$ cat config.mk
export PLATFORM = sky130hd
export DESIGN_NAME = if_prefetch_unit
export DESIGN_NICKNAME = d
export VERILOG_FILES = /design/src/rtl/if_pkg.sv /design/src/rtl/if_fifo.sv /design/src/rtl/if_prefetch_unit.sv
export SDC_FILE = /design/constraint.sdc
export NUM_CORES = 1
export LEC_CHECK = 0
export CORE_ASPECT_RATIO = 0.9
export CORE_UTILIZATION = 30
export DETAILED_ROUTE_END_ITERATION = 10
export GPL_TIMING_DRIVEN = 0
export SETUP_SLACK_MARGIN = 0.15
export SYNTH_ARGS = -nofsm -noshare
export SYNTH_HDL_FRONTEND = slang
export SYNTH_SLANG_ARGS = --single-unit
$ cat constraint.sdc
create_clock -name clk_i -period 5.05 [get_ports clk_i]
set_input_delay 1.515 -clock clk_i [delete_from_list [all_inputs] [get_ports clk_i]]
set_output_delay 1.515 -clock clk_i [all_outputs]
set_load 0.1 [all_outputs]
$ cat src/rtl/if_pkg.sv
// Shared types and constants for the instruction-fetch prefetch unit.
//   XLEN          : machine word width
//   INSTR_NOP     : canonical no-op encoding (addi x0, x0, 0)
//   fetch_state_e : fetch sequencer states
//   fetch_entry_t : one buffered fetch, PC plus instruction word
//   word_align()  : clears the byte-offset bits of an address
package if_pkg;

  localparam int XLEN = 32;

  localparam logic [XLEN-1:0] INSTR_NOP = 32'h0000_0013;

  typedef enum logic {
    RUN   = 1'b0,
    FLUSH = 1'b1
  } fetch_state_e;

  typedef struct packed {
    logic [XLEN-1:0] pc;
    logic [XLEN-1:0] instr;
  } fetch_entry_t;

  function automatic logic [XLEN-1:0] word_align(input logic [XLEN-1:0] addr);
    return {addr[XLEN-1:2], 2'b00};
  endfunction

endpackage

$ cat src/rtl/if_fifo.sv
// Synchronous FIFO of fetch entries between the memory response path and the
// core-facing output. Head data is read combinationally (no output register).
// DEPTH must be a power of two (>= 2) so the pointers wrap naturally.
// Ports:
//   clk, reset     : clock, synchronous active-high reset
//   flush          : drop all entries this cycle (takes priority over push/pop)
//   push, wdata    : write one entry
//   pop            : retire the head entry (ignored when empty)
//   rdata          : head entry, undefined when empty
//   full, empty    : occupancy flags
//   count          : number of valid entries
module if_fifo
  import if_pkg::*;
#(
  parameter int DEPTH = 4
) (
  input  logic                         clk,
  input  logic                         reset,
  input  logic                         flush,
  input  logic                         push,
  input  fetch_entry_t                 wdata,
  input  logic                         pop,
  output fetch_entry_t                 rdata,
  output logic                         full,
  output logic                         empty,
  output logic [$clog2(DEPTH+1)-1:0]   count
);

  localparam int AW = $clog2(DEPTH);
  localparam int CW = $clog2(DEPTH + 1);

  fetch_entry_t  mem [DEPTH];
  logic [AW-1:0] wr_ptr;
  logic [AW-1:0] rd_ptr;
  logic [CW-1:0] cnt;
  logic          do_pop;

  assign do_pop = pop && !empty;

  always_ff @(posedge clk) begin
    if (reset || flush) begin
      wr_ptr <= '0;
      rd_ptr <= '0;
      cnt    <= '0;
    end else begin
      if (push) begin
        wr_ptr <= wr_ptr + 1'b1;
      end
      if (do_pop) begin
        rd_ptr <= rd_ptr + 1'b1;
      end
      if (push && !do_pop) begin
        cnt <= cnt + 1'b1;
      end else if (!push && do_pop) begin
        cnt <= cnt - 1'b1;
      end
    end
  end

  // Storage needs no reset; the head is only observed while count is non-zero.
  always_ff @(posedge clk) begin
    if (push && !flush && !reset) begin
      mem[wr_ptr] <= wdata;
    end
  end

  assign rdata = mem[rd_ptr];
  assign full  = (cnt == CW'(DEPTH));
  assign empty = (cnt == '0);
  assign count = cnt;

  // A push into a full FIFO is only legal when the head leaves the same cycle.
  always_ff @(posedge clk) begin
    if (!reset && !flush) begin
      assert (!(push && full && !do_pop));
    end
  end

endmodule

$ cat src/rtl/if_prefetch_unit.sv
// Instruction-fetch prefetch unit. Issues word fetches to a variable-latency,
// in-order instruction memory, buffers returned words with their PCs and hands
// them to the core over a valid/ready handshake. A redirect restarts fetching
// at a new PC and discards everything buffered or still in flight.
// Ports:
//   clk_i, reset_i                 : clock, synchronous active-high reset
//   redirect_i, redirect_pc_i      : flush and restart at redirect_pc_i[31:2]
//   imem_req_o, imem_addr_o        : fetch request and word-aligned address
//   imem_gnt_i                     : request accepted this cycle
//   imem_rvalid_i, imem_rdata_i    : in-order response
//   instr_valid_o, instr_o,
//   instr_pc_o                     : FIFO head (instr/pc read 0 when empty)
//   instr_ready_i                  : core consumes the head
//
// state | meaning
// ------+-----------------------------------------------------------------
// RUN   | normal fetching; responses are buffered
// FLUSH | waiting for stale in-flight responses after a redirect; no requests
module if_prefetch_unit
  import if_pkg::*;
#(
  parameter int          DEPTH           = 4,
  parameter int          MAX_OUTSTANDING = 2,
  parameter logic [31:0] RESET_PC        = 32'h0000_0000
) (
  input  logic        clk_i,
  input  logic        reset_i,
  input  logic        redirect_i,
  input  logic [31:0] redirect_pc_i,
  output logic        imem_req_o,
  output logic [31:0] imem_addr_o,
  input  logic        imem_gnt_i,
  input  logic        imem_rvalid_i,
  input  logic [31:0] imem_rdata_i,
  output logic        instr_valid_o,
  output logic [31:0] instr_o,
  output logic [31:0] instr_pc_o,
  input  logic        instr_ready_i
);

  localparam int OW = $clog2(MAX_OUTSTANDING + 1);
  localparam int CW = $clog2(DEPTH + 1);

  fetch_state_e  state;
  fetch_state_e  state_nxt;
  logic [31:0]   fetch_pc;
  logic [31:0]   resp_pc;
  logic [31:0]   target_pc;
  logic [OW-1:0] outstanding;
  logic [OW-1:0] outstanding_nxt;
  logic [OW-1:0] discard_cnt;
  logic [OW-1:0] discard_nxt;

  logic          gnt_fire;
  logic          push_en;
  logic          pop_en;
  logic          credit_ok;
  logic          slot_ok;
  logic [31:0]   credit_used;

  fetch_entry_t  push_entry;
  fetch_entry_t  head_entry;
  logic          fifo_full;
  logic          fifo_empty;
  logic [CW-1:0] fifo_count;

  assign target_pc = word_align(redirect_pc_i);

  // Every granted request reserves a FIFO slot, so buffered + in-flight words
  // can never exceed DEPTH and the FIFO cannot overflow.
  assign credit_used = 32'(fifo_count) + 32'(outstanding);
  assign credit_ok   = credit_used < 32'(DEPTH);
  assign slot_ok     = outstanding < OW'(MAX_OUTSTANDING);

  assign imem_req_o  = !reset_i && (state == RUN) && !redirect_i && credit_ok && slot_ok;
  assign imem_addr_o = fetch_pc;
  assign gnt_fire    = imem_req_o && imem_gnt_i;

  // A response arriving with a redirect belongs to the old stream and is dropped.
  assign push_en = imem_rvalid_i && (discard_cnt == '0) && !redirect_i;
  assign pop_en  = instr_valid_o && instr_ready_i && !redirect_i;

  assign push_entry.pc    = resp_pc;
  assign push_entry.instr = imem_rdata_i;

  if_fifo #(
    .DEPTH (DEPTH)
  ) u_fifo (
    .clk   (clk_i),
    .reset (reset_i),
    .flush (redirect_i),
    .push  (push_en),
    .wdata (push_entry),
    .pop   (pop_en),
    .rdata (head_entry),
    .full  (fifo_full),
    .empty (fifo_empty),
    .count (fifo_count)
  );

  assign instr_valid_o = !fifo_empty;
  assign instr_o       = fifo_empty ? '0 : head_entry.instr;
  assign instr_pc_o    = fifo_empty ? '0 : head_entry.pc;

  always_comb begin
    outstanding_nxt = outstanding;
    case ({gnt_fire, imem_rvalid_i})
      2'b10:   outstanding_nxt = outstanding + 1'b1;
      2'b01:   outstanding_nxt = outstanding - 1'b1;
      default: outstanding_nxt = outstanding;
    endcase
  end

  // On a redirect every fetch still in flight after this cycle's response is
  // stale. No grant can coincide with a redirect, so that is just outstanding
  // less any response landing now.
  always_comb begin
    discard_nxt = discard_cnt;
    if (redirect_i) begin
      discard_nxt = imem_rvalid_i ? outstanding - 1'b1 : outstanding;
    end else if (imem_rvalid_i && (discard_cnt != '0)) begin
      discard_nxt = discard_cnt - 1'b1;
    end
  end

  // FLUSH lasts exactly as long as stale responses remain, so RUN resumes
  // (and the first new request goes out) the cycle after the last one lands.
  assign state_nxt = (discard_nxt != '0) ? FLUSH : RUN;

  always_ff @(posedge clk_i) begin
    if (reset_i) begin
      state       <= RUN;
      fetch_pc    <= RESET_PC;
      resp_pc     <= RESET_PC;
      outstanding <= '0;
      discard_cnt <= '0;
    end else begin
      state       <= state_nxt;
      outstanding <= outstanding_nxt;
      discard_cnt <= discard_nxt;
      if (redirect_i) begin
        fetch_pc <= target_pc;
        resp_pc  <= target_pc;
      end else begin
        if (gnt_fire) begin
          fetch_pc <= fetch_pc + 32'd4;
        end
        if (push_en) begin
          resp_pc <= resp_pc + 32'd4;
        end
      end
    end
  end

  always_ff @(posedge clk_i) begin
    if (!reset_i) begin
      assert (!(imem_rvalid_i && (outstanding == '0)));
      assert (!(push_en && fifo_full && !pop_en));
      assert (credit_used <= 32'(DEPTH));
    end
  end

endmodule

==> out/metrics.yaml <==
sta:
  rsz0062_at_grt: "false"
  finalSetupViolCount: 0
  max_freq_ghz: 0.207
  slew_headroom: 0.282
  clock_skew_ps: 22.3
  postLayoutSetupSlackWorst_ps: 213
  post-route-period-util: 0.958
  period_minus_slack_ps: 4840
  drv_slew: 0
  hold_viol: 0
  worstMarginPinSlew_ps: 1080
  hold_slack_ps: 504
finish:
  layoutNonFillerInstCount: 1725
  final_common_cell: "edfxtp_1"
  num-nets-final: 1182
  num_antenna_cells: 0
  final_cell_mix: "248 x edfxtp_1, 98 x clkdlybuf4s50_1, 74 x dfxtp_1"
  fin_area_um2: 16800
  drive_gt1_frac: 0.152
  seq_area_um2: 8930
  syn_to_final_growth_pct: 25.5
  multiInputGateArea_um2: 4190
  fillers: 4225
pwr:
  sw_frac_of_total: 0.270
  power_density_nw_per_um2: 372
  p_int_mw: 4.57
  seq_power_share: 0.477
  power.switching_mw: 1.69
  p_total_mw: 6.26
  p_leak_nw: 5.63
  comb_power_share: 0.131
  p_clk_frac: 0.392
  irDropWorstVdd_mv: 0.187
drt:
  drtIter0Drc: 520
  drc: 0
  vias: 8285
  wl_per_cell_um: 19.2
  vias_per_cell: 4.80
  drtPass1Iterations: 5
  wl_um: 33100
  detail-route-antenna-nets: 0
yosys:
  synth_edf_count: 248
  ys_ff_latch: 322
  synth_ff_type: "edfxtp_1"
  seq_area_frac_synth: 0.665
  synth_top_cell_by_area: "edfxtp_1"
  synth_top_area_share: 0.555
  syn-instance-count: 896
  postSynthAreaPerCell_um2: 15.0
  async_reset_ff_frac: 0
  netlist_area_um2: 13400
  ys_top_cells_by_area: "edfxtp_1 55%, dfxtp_1 11%, mux4_2 10%, and2_1 3.1%, xnor2_1 1.5%"
  ys.warnings.count: 0
  ys_types: 60
die:
  die_w_um: 225
  rows: 73
  dieHeight_um: 203
  io_pins: 168
  die_area_um2: 45600
  core_area_um2: 44100
  initial_core_util: 0.304
global_routing:
  antenna_found_initial: 0
  grt_pass1_wl_um: 50100
  globalRouteOverflowTotal: 0
  grt_max_degree: 50
  grt_usage: 0.145
  first_global_vias: 8314
clock_tree:
  tritoncts: "built"
  ctsHoldBuffers: 0
  cts_setup_buffers: 0
  clock_latency_ps: 520
  cts_max_level: 2
  cts.sinks: 322
  clock_path_buffers: 3
  path_clk_slew_ps: 60
  cts_root_buf: "clkbuf_16"
  cts_buffers: 36
critical_path:
  r2r_end: "u_fifo.count[2]"
  cp-start-kind: "input port"
  rrSetupSlack_ps: 2180
  crit_type: "in -> out"
  cp_slowest_cell: "clkdlybuf4s15_2"
  rr_worst_depth: 10
  crit_chain: "clkdlybuf4s50_1 -> a311oi_1 -> and2_1 -> clkdlybuf4s15_2"
  cp_num_buf_inv: 2
  cp-end-kind: "output port"
  crit_family: "buffers and inverters"
  crit_arrival_ps: 3320
  crit_required_ps: 3540
  reg2reg_from: "u_fifo.count[0]"
  slowest_delay_ps: 570
  cp_max_fo: 5
placement:
  hpwl_um: 22400
  port_buffers: 160
  placed_area_um2: 15900
  gp_congestion: 0.851
  dp_cells: 1663
  place_ws_ps: -279
job:
  maxCapViolCount: 0
min_path:
  worstHoldEndpoint: "u_fifo.wr_ptr[1]"
  hold_path.class: "reg -> reg"
  whs_path_depth: 2
  min_from: "u_fifo.wr_ptr[1]"
status:
  status: "complete, no violations"
==> repair_timing <==
| item | CTS | global route |
|---|---|---|
| pin swaps | 0 | 0 |
| gates resized for setup | 66 | 49 |
| setup endpoints to repair | 62 | 26 |
==> synthesized netlist by cell type (all sizes together) (5+ instances only) <==
| library cell | count |
|---|---|
| nand2 | 47 |
| nor2 | 45 |
| mux4 | 62 |
| a31oi | 17 |
| xnor2 | 23 |
| and2 | 67 |
| nor4 | 6 |
| and4 | 5 |
| dfxtp | 74 |
| nor3 | 16 |
| clkbuf | 36 |
| a211oi | 14 |
| or3 | 13 |
| edfxtp | 248 |
| xor2 | 20 |
| and3 | 14 |
| ha | 10 |
| o21ai | 16 |
| a21oi | 23 |
| nand4 | 21 |
| buf | 16 |
| nand3 | 28 |
| inv | 22 |
| a21boi | 10 |
==> metrics by stage <==
step                TNS [ps]   util
detailed placement      -279  0.361
finish                     0  0.382
global route               0  0.382
floorplan                  0      -
global placement     -248900  0.358
CTS                        0  0.384
==> how the worst max path moves through the flow <==
stage	slack [ps]	startpoint	endpoint	cells past startpoint
final	210	reset_i	imem_req_o	4
after global routing	150	flop	instr_pc_o[15]	5
after CTS	150	u_fifo.count[0]	instr_pc_o[9]	5
after detailed placement	-280	reset_i	imem_req_o	4
after global placement	-1050	reset_i	u_fifo.mem[0][6]	4
after floorplan	890	redirect_i	imem_req_o	3
==> layout make-up <==
class / count / share of cell area
Buffer: 52 / 0.0149
Clock buffer: 49 / 0.0594
Clock inverter: 13 / 0.00550
Inverter: 22 / 0.00490
Multi-Input combinational cell: 503 / 0.249
Sequential cell: 322 / 0.530
Tap cell: 600 / 0.0446
Timing Repair Buffer: 164 / 0.0917
==> logic make-up (layout without fill, tap and decap cells) <==
group                    after synthesis  after routing  synth area share
other                                  1              4          0.000279
AND/OR/NAND/NOR                      273            273             0.112
XOR/XNOR                              43             43            0.0281
flip-flops                           322            322             0.665
multiplexers                          67             67             0.108
AO/OA/AOI/OAI                        105            105            0.0511
adder cells (fa/ha/maj)               11             11            0.0108
buffers and inverters                 74            300            0.0249
==> flip-flops by register name (all words and copies together) (netlist names), named ones only <==
name / cells
resp_pc: 30
discard_cnt: 2
u_fifo.mem: 248
u_fifo.count: 3
u_fifo.wr_ptr: 2
state: 1
imem_addr_o: 30
u_fifo.rd_ptr: 2
outstanding: 2
==> tightest hold or removal path, cell delays in order (launching register included) <==
cell	delay [ps]
dfxtp_1	340
nand2_1	60
a21oi_1	60
==> metal layers <==
metal  track usage  vias up  part of all wire
met5             0        -                 0
li1              -     3836                 -
met1         0.203     4113              0.46
met4        0.0321        0             0.015
met2         0.229      292              0.46
met3        0.0315       44             0.067
==> power by group through the flow <==
stage	combinational, mW	sequential, mW	clock (mW)
4_1_cts	0.830	2.98	2.52
2_1_floorplan	0.494	3.12	0
5_1_grt	0.862	2.99	2.63
3_3_place_gp	0.843	3.04	0
6_report	0.820	2.99	2.45
3_5_place_dp	0.853	3.04	0
Power figures use the tool's default switching activity.
